==> src/rtl/uart_pkg.sv <==
// Shared constants and types for the UART memory reader slice.
package uart_pkg;

  localparam int ADDR_W = 4;
  localparam int DATA_W = 8;
  localparam int DEPTH  = 16;

  typedef logic [DATA_W-1:0] byte_t;

  typedef enum logic [2:0] {
    ST_IDLE  = 3'd0,
    ST_READ  = 3'd1,
    ST_LATCH = 3'd2,
    ST_SEND  = 3'd3,
    ST_CSUM  = 3'd4
  } rd_state_t;

endpackage

==> src/rtl/uart_mem_reader_if.sv <==
// Memory read port plus transmitter byte handshake between the reader and its peers.
interface uart_mem_reader_if #(
  parameter int ADDR_W = uart_pkg::ADDR_W,
  parameter int DATA_W = uart_pkg::DATA_W
);

  logic [ADDR_W-1:0] addr;
  logic              rd_mem;
  logic [DATA_W-1:0] rd_mem_data;
  logic [DATA_W-1:0] tx_data;
  logic              tx_valid;
  logic              tx_ready;

  modport master (
    output addr, rd_mem, tx_data, tx_valid,
    input  rd_mem_data, tx_ready
  );

  modport slave (
    input  addr, rd_mem, tx_data, tx_valid,
    output rd_mem_data, tx_ready
  );

endinterface

==> src/rtl/uart_mem_reader.sv <==
// Drains a burst of bytes from the register-file memory into the UART TX handshake.
// Optional trailing XOR checksum byte is built in when UART_MEM_RD_CSUM_EN is defined.
module uart_mem_reader
  import uart_pkg::*;
#(
  parameter int ADDR_W = uart_pkg::ADDR_W,
  parameter int DATA_W = uart_pkg::DATA_W,
  parameter int DEPTH  = uart_pkg::DEPTH
) (
  input  logic                clk,
  input  logic                rst,
  input  logic                start,
  input  logic [ADDR_W-1:0]   start_addr,
  input  logic [ADDR_W:0]     len,
  output logic                busy,
  output logic                done,
  uart_mem_reader_if.master   bus
);

  localparam logic [ADDR_W:0]   MAX_LEN  = (ADDR_W+1)'(DEPTH);
  localparam logic [ADDR_W:0]   ONE_LEN  = (ADDR_W+1)'(1);
  localparam logic [ADDR_W:0]   ZERO_LEN = (ADDR_W+1)'(0);
  localparam logic [ADDR_W-1:0] ONE_ADDR = ADDR_W'(1);

  rd_state_t          state_r;
  logic [ADDR_W-1:0]  ptr_r;
  logic [ADDR_W:0]    remaining_r;
  logic [ADDR_W-1:0]  addr_r;
  logic               rd_mem_r;
  logic [DATA_W-1:0]  tx_data_r;
  logic               tx_valid_r;
  logic               busy_r;
  logic               done_r;

  function automatic logic [ADDR_W:0] clamp_len(input logic [ADDR_W:0] req);
    return (req > MAX_LEN) ? MAX_LEN : req;
  endfunction

`ifdef UART_MEM_RD_CSUM_EN
  logic [DATA_W-1:0] csum_r;

  function automatic logic [DATA_W-1:0] csum_next(input logic [DATA_W-1:0] acc,
                                                  input logic [DATA_W-1:0] b);
    return acc ^ b;
  endfunction
`endif

  // Reader FSM; every output is a register so nothing combinational leaves the block.
  always_ff @(posedge clk or posedge rst) begin
    if (rst) begin
      state_r     <= ST_IDLE;
      ptr_r       <= {ADDR_W{1'b0}};
      remaining_r <= ZERO_LEN;
      addr_r      <= {ADDR_W{1'b0}};
      rd_mem_r    <= 1'b0;
      tx_data_r   <= {DATA_W{1'b0}};
      tx_valid_r  <= 1'b0;
      busy_r      <= 1'b0;
      done_r      <= 1'b0;
`ifdef UART_MEM_RD_CSUM_EN
      csum_r      <= {DATA_W{1'b0}};
`endif
    end else begin
      done_r <= 1'b0;
      case (state_r)
        ST_IDLE: begin
          // A zero-length request is dropped without raising busy or done.
          if (start && (len != ZERO_LEN)) begin
            ptr_r       <= start_addr;
            addr_r      <= start_addr;
            remaining_r <= clamp_len(len);
            rd_mem_r    <= 1'b1;
            busy_r      <= 1'b1;
`ifdef UART_MEM_RD_CSUM_EN
            csum_r      <= {DATA_W{1'b0}};
`endif
            state_r     <= ST_READ;
          end else begin
            state_r     <= ST_IDLE;
          end
        end
        ST_READ: begin
          rd_mem_r <= 1'b0;
          state_r  <= ST_LATCH;
        end
        ST_LATCH: begin
          tx_data_r  <= bus.rd_mem_data;
          tx_valid_r <= 1'b1;
          state_r    <= ST_SEND;
        end
        ST_SEND: begin
          if (bus.tx_ready) begin
            remaining_r <= remaining_r - ONE_LEN;
`ifdef UART_MEM_RD_CSUM_EN
            csum_r      <= csum_next(csum_r, tx_data_r);
`endif
            if (remaining_r == ONE_LEN) begin
`ifdef UART_MEM_RD_CSUM_EN
              // Checksum byte goes out next with tx_valid kept high.
              tx_data_r  <= csum_next(csum_r, tx_data_r);
              tx_valid_r <= 1'b1;
              state_r    <= ST_CSUM;
`else
              tx_valid_r <= 1'b0;
              busy_r     <= 1'b0;
              done_r     <= 1'b1;
              state_r    <= ST_IDLE;
`endif
            end else begin
              ptr_r      <= ptr_r + ONE_ADDR;
              addr_r     <= ptr_r + ONE_ADDR;
              rd_mem_r   <= 1'b1;
              tx_valid_r <= 1'b0;
              state_r    <= ST_READ;
            end
          end else begin
            state_r <= ST_SEND;
          end
        end
`ifdef UART_MEM_RD_CSUM_EN
        ST_CSUM: begin
          if (bus.tx_ready) begin
            tx_valid_r <= 1'b0;
            busy_r     <= 1'b0;
            done_r     <= 1'b1;
            state_r    <= ST_IDLE;
          end else begin
            state_r <= ST_CSUM;
          end
        end
`endif
        default: begin
          rd_mem_r   <= 1'b0;
          tx_valid_r <= 1'b0;
          busy_r     <= 1'b0;
          state_r    <= ST_IDLE;
        end
      endcase
    end
  end

  assign bus.addr     = addr_r;
  assign bus.rd_mem   = rd_mem_r;
  assign bus.tx_data  = tx_data_r;
  assign bus.tx_valid = tx_valid_r;
  assign busy         = busy_r;
  assign done         = done_r;

endmodule

==> src/flat_wrapper.sv <==
// flat-port wrapper written by rule: the top's interface ports become plain ports
module uart_mem_reader_flat import uart_pkg::*;
#(
  parameter int ADDR_W = uart_pkg::ADDR_W,
  parameter int DATA_W = uart_pkg::DATA_W,
  parameter int DEPTH  = uart_pkg::DEPTH
)
  (clk, rst, start, start_addr, len, busy, done, bus_addr, bus_rd_mem, bus_tx_data, bus_tx_valid, bus_rd_mem_data, bus_tx_ready);
  uart_mem_reader_if #(.ADDR_W(ADDR_W), .DATA_W(DATA_W)) bus_i ();
  input  logic clk;
  input  logic rst;
  input  logic start;
  input  logic [ADDR_W-1:0] start_addr;
  input  logic [ADDR_W:0] len;
  output logic busy;
  output logic done;
  output wire logic [$bits(bus_i.addr)-1:0] bus_addr;
  output wire logic [$bits(bus_i.rd_mem)-1:0] bus_rd_mem;
  output wire logic [$bits(bus_i.tx_data)-1:0] bus_tx_data;
  output wire logic [$bits(bus_i.tx_valid)-1:0] bus_tx_valid;
  input wire logic [$bits(bus_i.rd_mem_data)-1:0] bus_rd_mem_data;
  input wire logic [$bits(bus_i.tx_ready)-1:0] bus_tx_ready;
  assign bus_addr = bus_i.addr;
  assign bus_rd_mem = bus_i.rd_mem;
  assign bus_tx_data = bus_i.tx_data;
  assign bus_tx_valid = bus_i.tx_valid;
  assign bus_i.rd_mem_data = bus_rd_mem_data;
  assign bus_i.tx_ready = bus_tx_ready;
  uart_mem_reader #(.ADDR_W(ADDR_W), .DATA_W(DATA_W), .DEPTH(DEPTH)) u_core (.clk(clk), .rst(rst), .start(start), .start_addr(start_addr), .len(len), .busy(busy), .done(done), .bus(bus_i));
endmodule
==> config.mk <==
export PLATFORM = sky130hd
export DESIGN_NAME = uart_mem_reader_flat
export DESIGN_NICKNAME = d
export VERILOG_FILES = /design/src/rtl/uart_pkg.sv /design/src/rtl/uart_mem_reader_if.sv /design/src/rtl/uart_mem_reader.sv /design/src/flat_wrapper.sv
export SDC_FILE = /design/constraint.sdc
export NUM_CORES = 1
export LEC_CHECK = 0
export ABC_AREA = 1
export CORE_UTILIZATION = 47
export CTS_CLUSTER_SIZE = 30
export DETAILED_ROUTE_END_ITERATION = 8
export PLACE_DENSITY = 0.79
export SLEW_MARGIN = 10
export SYNTH_ARGS = -nofsm -noshare
export SYNTH_HDL_FRONTEND = slang
export SYNTH_SLANG_ARGS = --single-unit
==> constraint.sdc <==
create_clock -name clk -period 1.75 [get_ports clk]
set_input_delay 0.35 -clock clk [delete_from_list [all_inputs] [get_ports clk]]
set_output_delay 0.35 -clock clk [all_outputs]
set_load 0.05 [all_outputs]
After elaboration in Yosys (flattened, before gate mapping)
Cells that the tools add are included.
Widths: inputs -> output; s select.

storage, ports and cells
  register bits after elaboration = 24
  input bits = 21
  output and inout bits = 16
  word-level logic and storage cells = 57

operators by class
  add/sub/neg operators = 2
  magnitude comparators = 1
  equal/unequal tests = 8
  multiplexer cells = 24
  bitwise gates (word level) = 3
  reduce and logical (&&, ||, !) cells = 11

operators with widths
  cell                 count
  $mux 5               3
  $mux 4               3
  $pmux 3 s4           1
  $reduce_and 4->1     3
  $mux 1               11
  $pmux 5 s2           1
  $pmux 1 s3           3
  $pmux 4 s2           1
  $eq 3x2->1 const B   2
  $eq 5x1->1 const B   1
  $gt 5x5->1 const B   1
  $reduce_bool 5->1    1
  $sub 5x1->5 const B  1
  $add 4x1->4 const B  1
  $ne 2x1->1 const B   2
  $ne 2x2->1 const B   2
  $reduce_or 2->1      2
  $eq 3x1->1 const B   1
  $logic_not 3->1      1
  $not 1->1            3
  $reduce_and 3->1     1
  $mux 2               1
  $reduce_and 2->1     1
  $reduce_bool 2->1    1
  $logic_and 1x1->1    1

Longest topological paths before layout
  depth in word-level cells = 4
  gate-level depth with buffers = 10

Least setup slack after synthesis
Ideal clock, no wire load.

  kind = register to register
  start = register u_core.ptr_r[0]
  end = register u_core.ptr_r[2]
  library setup time = 120 ps
  arrival = 1246 ps
  path slack = 384 ps
  stages on the path, launching flop included = 7
  path buffers = 0
  cells stage by stage = dfrtp_1 > ha_1 > a21oi_2 > o21ai_1 > nand2_1 > nand3_1 > nand2_1

on the way
  word-level cells in the longest chain between the ends = 4

RTL lines
  element                   line                    RTL
  start: declaration        uart_mem_reader.sv:26   logic [ADDR_W-1:0] ptr_r;
  start signal: assignment  uart_mem_reader.sv:52   ptr_r <= {ADDR_W{1'b0}};
  start signal: assignment  uart_mem_reader.sv:69   ptr_r <= start_addr;
  start signal: assignment  uart_mem_reader.sv:110  ptr_r <= ptr_r + ONE_ADDR;
  $add 4x1->4               uart_mem_reader.sv:110
  $mux 4                    uart_mem_reader.sv:97   if (remaining_r == ONE_LEN) begin
  $mux 4                    uart_mem_reader.sv:92   if (bus.tx_ready) begin
  $pmux 4 s2                uart_mem_reader.sv:65   case (state_r)

Every way passes these cells. The select of a mux whose other input is x is not followed.
A chain may end at the register's enable or synchronous reset.

Final worst setup path
  start = register u_core.state_r[0]
  end = register u_core.ptr_r[3]

on the way
  word-level cells in the longest chain between the ends = 3
  elaborated cells on any way between the ends = 8
  classes of those cells = eq/ne: 4; mux: 1; reduce/logical: 3

RTL lines
  element                                                    line                   RTL
  start: declaration                                         uart_mem_reader.sv:25  rd_state_t state_r;
  start signal: assignment                                   uart_mem_reader.sv:51  state_r <= ST_IDLE;
  start signal: assignment                                   uart_mem_reader.sv:77  state_r <= ST_READ;
  start signal: assignment                                   uart_mem_reader.sv:79  state_r <= ST_IDLE;
  $eq 3x2->1 / $logic_not 3->1 (equally long branches)       uart_mem_reader.sv:65
  $ne 2x2->1 (no source line), or another cell as far along  n/a
  $reduce_and 4->1 (no source line)                          n/a

Parallel ways exist; a longest one is shown, timed or not.

==> impl_metrics.yaml <==
power_and_ir_drop:
  p_total_uw: 3470
  peakVddDrop_uv: 1570
  powerDensity_nw_per_um2: 2060
  power.leakage_uw: 0.000922
clock_tree:
  h-tree-depth: 1
  insertion_delay_ps: 310
  root_buffer: "clkbuf_4"
  cts_setup_buffers: 0
  cts_tree: "yes"
  path_clk_slew_ps: 130
  cts_buffer_depth: 2
  cts_buffers: 3
  cts_sinks: 23
  postCtsHoldBufs: 0
  cts-resized-gates: 0
logic_synthesis:
  synth.avg_cell_area_sq_um: 7.62
  netlist_instances: 172
  syn_nets: 200
  ys_seq_area_share_pct: 43.9
  synth-adder-area-share_pct: 6.69
  mappedNetlistArea_sq_um: 1310
  synth-compound-area-share_pct: 3.63
  synth.area.mux_share_pct: 0
  synth-simple-area-share_pct: 37.7
  synth.distinct_cells: 20
  synth_top_family_by_area: "simple AND/OR/NAND/NOR gates"
  synth_seq_cells: 23
  yosysWarnings: 0
  synth-xor-area-share_pct: 0
setup_path:
  critPathRequiredTime_ps: 1970
  ff2ff_path_depth: 9
  cp_max_fo: 11
  worstSetupEndpointType: "flip-flop"
  r2r_start: "u_core.state_r[0]$_DFF_PP0_"
  crit_arrival_ps: 1810
  worstSetupStartpointType: "flip-flop"
  criticalPathCategory: "reg2reg"
  crit_start: "u_core.state_r[0]$_DFF_PP0_"
placed_design:
  dp_hpwl_mm: 2.35
  port_buffers: 36
  gp_congestion: 0.859
  placed_cells: 238
  place_ws_ps: 50.8
floorplan:
  core_area_sq_um: 2540
  start_util_pct: 51.5
  fp-row-count: 18
  die_h_um: 54.8
  die_area_sq_um: 3000
  die_w_um: 54.8
  ios: 37
layout:
  diodes: 0
  layout-drive-gt1-share_pct: 16.5
  finalNetCount: 241
  syn_to_final_growth_pct: 28.7
  stdcell_count: 242
  fill_cells: 224
global_routing:
  grt_start_max_net_pins: 24
  grt_pass1_wl_mm: 4.61
  track_usage_pct: 21.5
  grt_pass1_vias: 1084
  grt_antenna_before_repair: 0
  grt_overflow: 0
timing:
  hold_viol_final: 0
  fmax_mhz: 629
  fin_crit_sh_pct: 90.8
  hold_ws_ps: 348
  timing.slew.headroom_pct: 77.5
  skew_ps: 3.50
  layout_min_cycle_time_ps: 1590
  rsz0062_at_grt: "no"
  fin_setup_tns_ps: 0
  tightest_slew_ps: 337
  setup_viol: 0
  setup_ws_ps: 161
  maxSlewViolCount: 0
detailed_routing:
  drt_pass1_iterations: 4
  drt-total-wl_mm: 2.94
  vias_per_cell: 5.06
  drtIter0Drc: 26
  ant_nets: 0
  wl_per_cell_um: 12.1
  remaining_drc_errors: 0
  num_vias: 1224
worst_hold_path:
  hold_class: "in2async"
job:
  cap_viol_max_count: 0
run_status:
  status: "finished, final reports clean"
-- per-stage QoR --
step	cell area, sq um	util (%)
finish	1690	66.3
global route	1690	66.3
CTS	1690	66.3
detailed placement	1660	65.2
global placement	1660	65.2
floorplan	1310	-
-- cell usage in the layout, fill, tap and decap left out --
master / instances
a21oi_2: 2
buf_4: 20
clkbuf_4: 3
clkdlybuf4s50_1: 20
clkinv_1: 1
clkinv_2: 1
dfrtp_1: 23
ha_1: 7
inv_1: 13
inv_2: 2
inv_4: 1
nand2_1: 74
nand2_2: 1
nand2_4: 1
nand3_1: 20
nand3_2: 1
nand4_1: 2
nand4_2: 1
nor2_1: 11
nor2_4: 2
o21ai_0: 4
o21ai_1: 2
-- state kept, by name (all words and copies together), names as in the netlist --
register and cells:
u_core.remaining_r 5, u_core.state_r 2, u_core.busy 1, u_core.bus.tx_valid 1, u_core.ptr_r 4, u_core.bus.tx_data 8
u_core.done 1, u_core.bus.rd_mem 1
-- cell families after synthesis --
logic type / Yosys count
AO/OA/AOI/OAI: 8
buffers and inverters: 21
AND/OR/NAND/NOR: 113
flip-flops: 23
adder cells (fa/ha/maj): 7
-- where the power goes --
group          internal (uW)  total [uW]  switching [uW]
clock network           85.5         255             169
logic                    725        2210            1490
registers                780         997             218
total                   1590        3470            1880
-- cell usage after synthesis, drive strengths merged --
cell type	n	area share, %
nand4	3	1.9
nand2	76	23
clkinv	1	0.29
o21ai	6	2.3
inv	16	4.8
buf	4	3.0
nand3	21	8.4
ha	7	6.7
nor2	13	4.9
a21oi	2	1.3
dfrtp	23	44
-- final timing paths --
kind	slack, ps	to
setup / recovery	160	u_core.ptr_r[3]$_DFFE_PP0P_
hold / removal	350	u_core.bus.tx_data[3]$_DFFE_PP0P_
setup reg to reg	160	u_core.ptr_r[3]$_DFFE_PP0P_
hold reg to reg	490	u_core.bus.tx_data[5]$_DFFE_PP0P_
max in group asynchronous	1170	u_core.remaining_r[4]$_DFFE_PP0P_
min in group clk	490	u_core.bus.tx_data[5]$_DFFE_PP0P_
-- worst max-delay path, stage by stage, from the launching register on --
cell and delay, ps:
dfrtp_1 430, ha_1 330, inv_4 190, nor2_4 60
inv_2 130, nand2_2 70, inv_2 110, nand2_4 70
nand2_1 60, nand2_1 60
-- cell type report --
type	instances	area (sq um)	share of cell area (%)
clock buffers	3	22.5	1.34
clock inverters	1	5.00	0.297
inverters	17	66.3	3.93
multi-input cells	128	629	37.3
flip-flops and latches	23	576	34.1
well taps	30	37.5	2.23
repair buffers	40	350	20.8
-- metal layers --
metal	GRT usage (%)	vias to the layer above	share of wire [%]
met1	28.2	571	45
li1	-	618	-
met4	5.56	0	1.1
met3	3.06	4	4.1
met5	0	-	0
met2	36.5	31	50
Power figures use the tool's default switching activity.
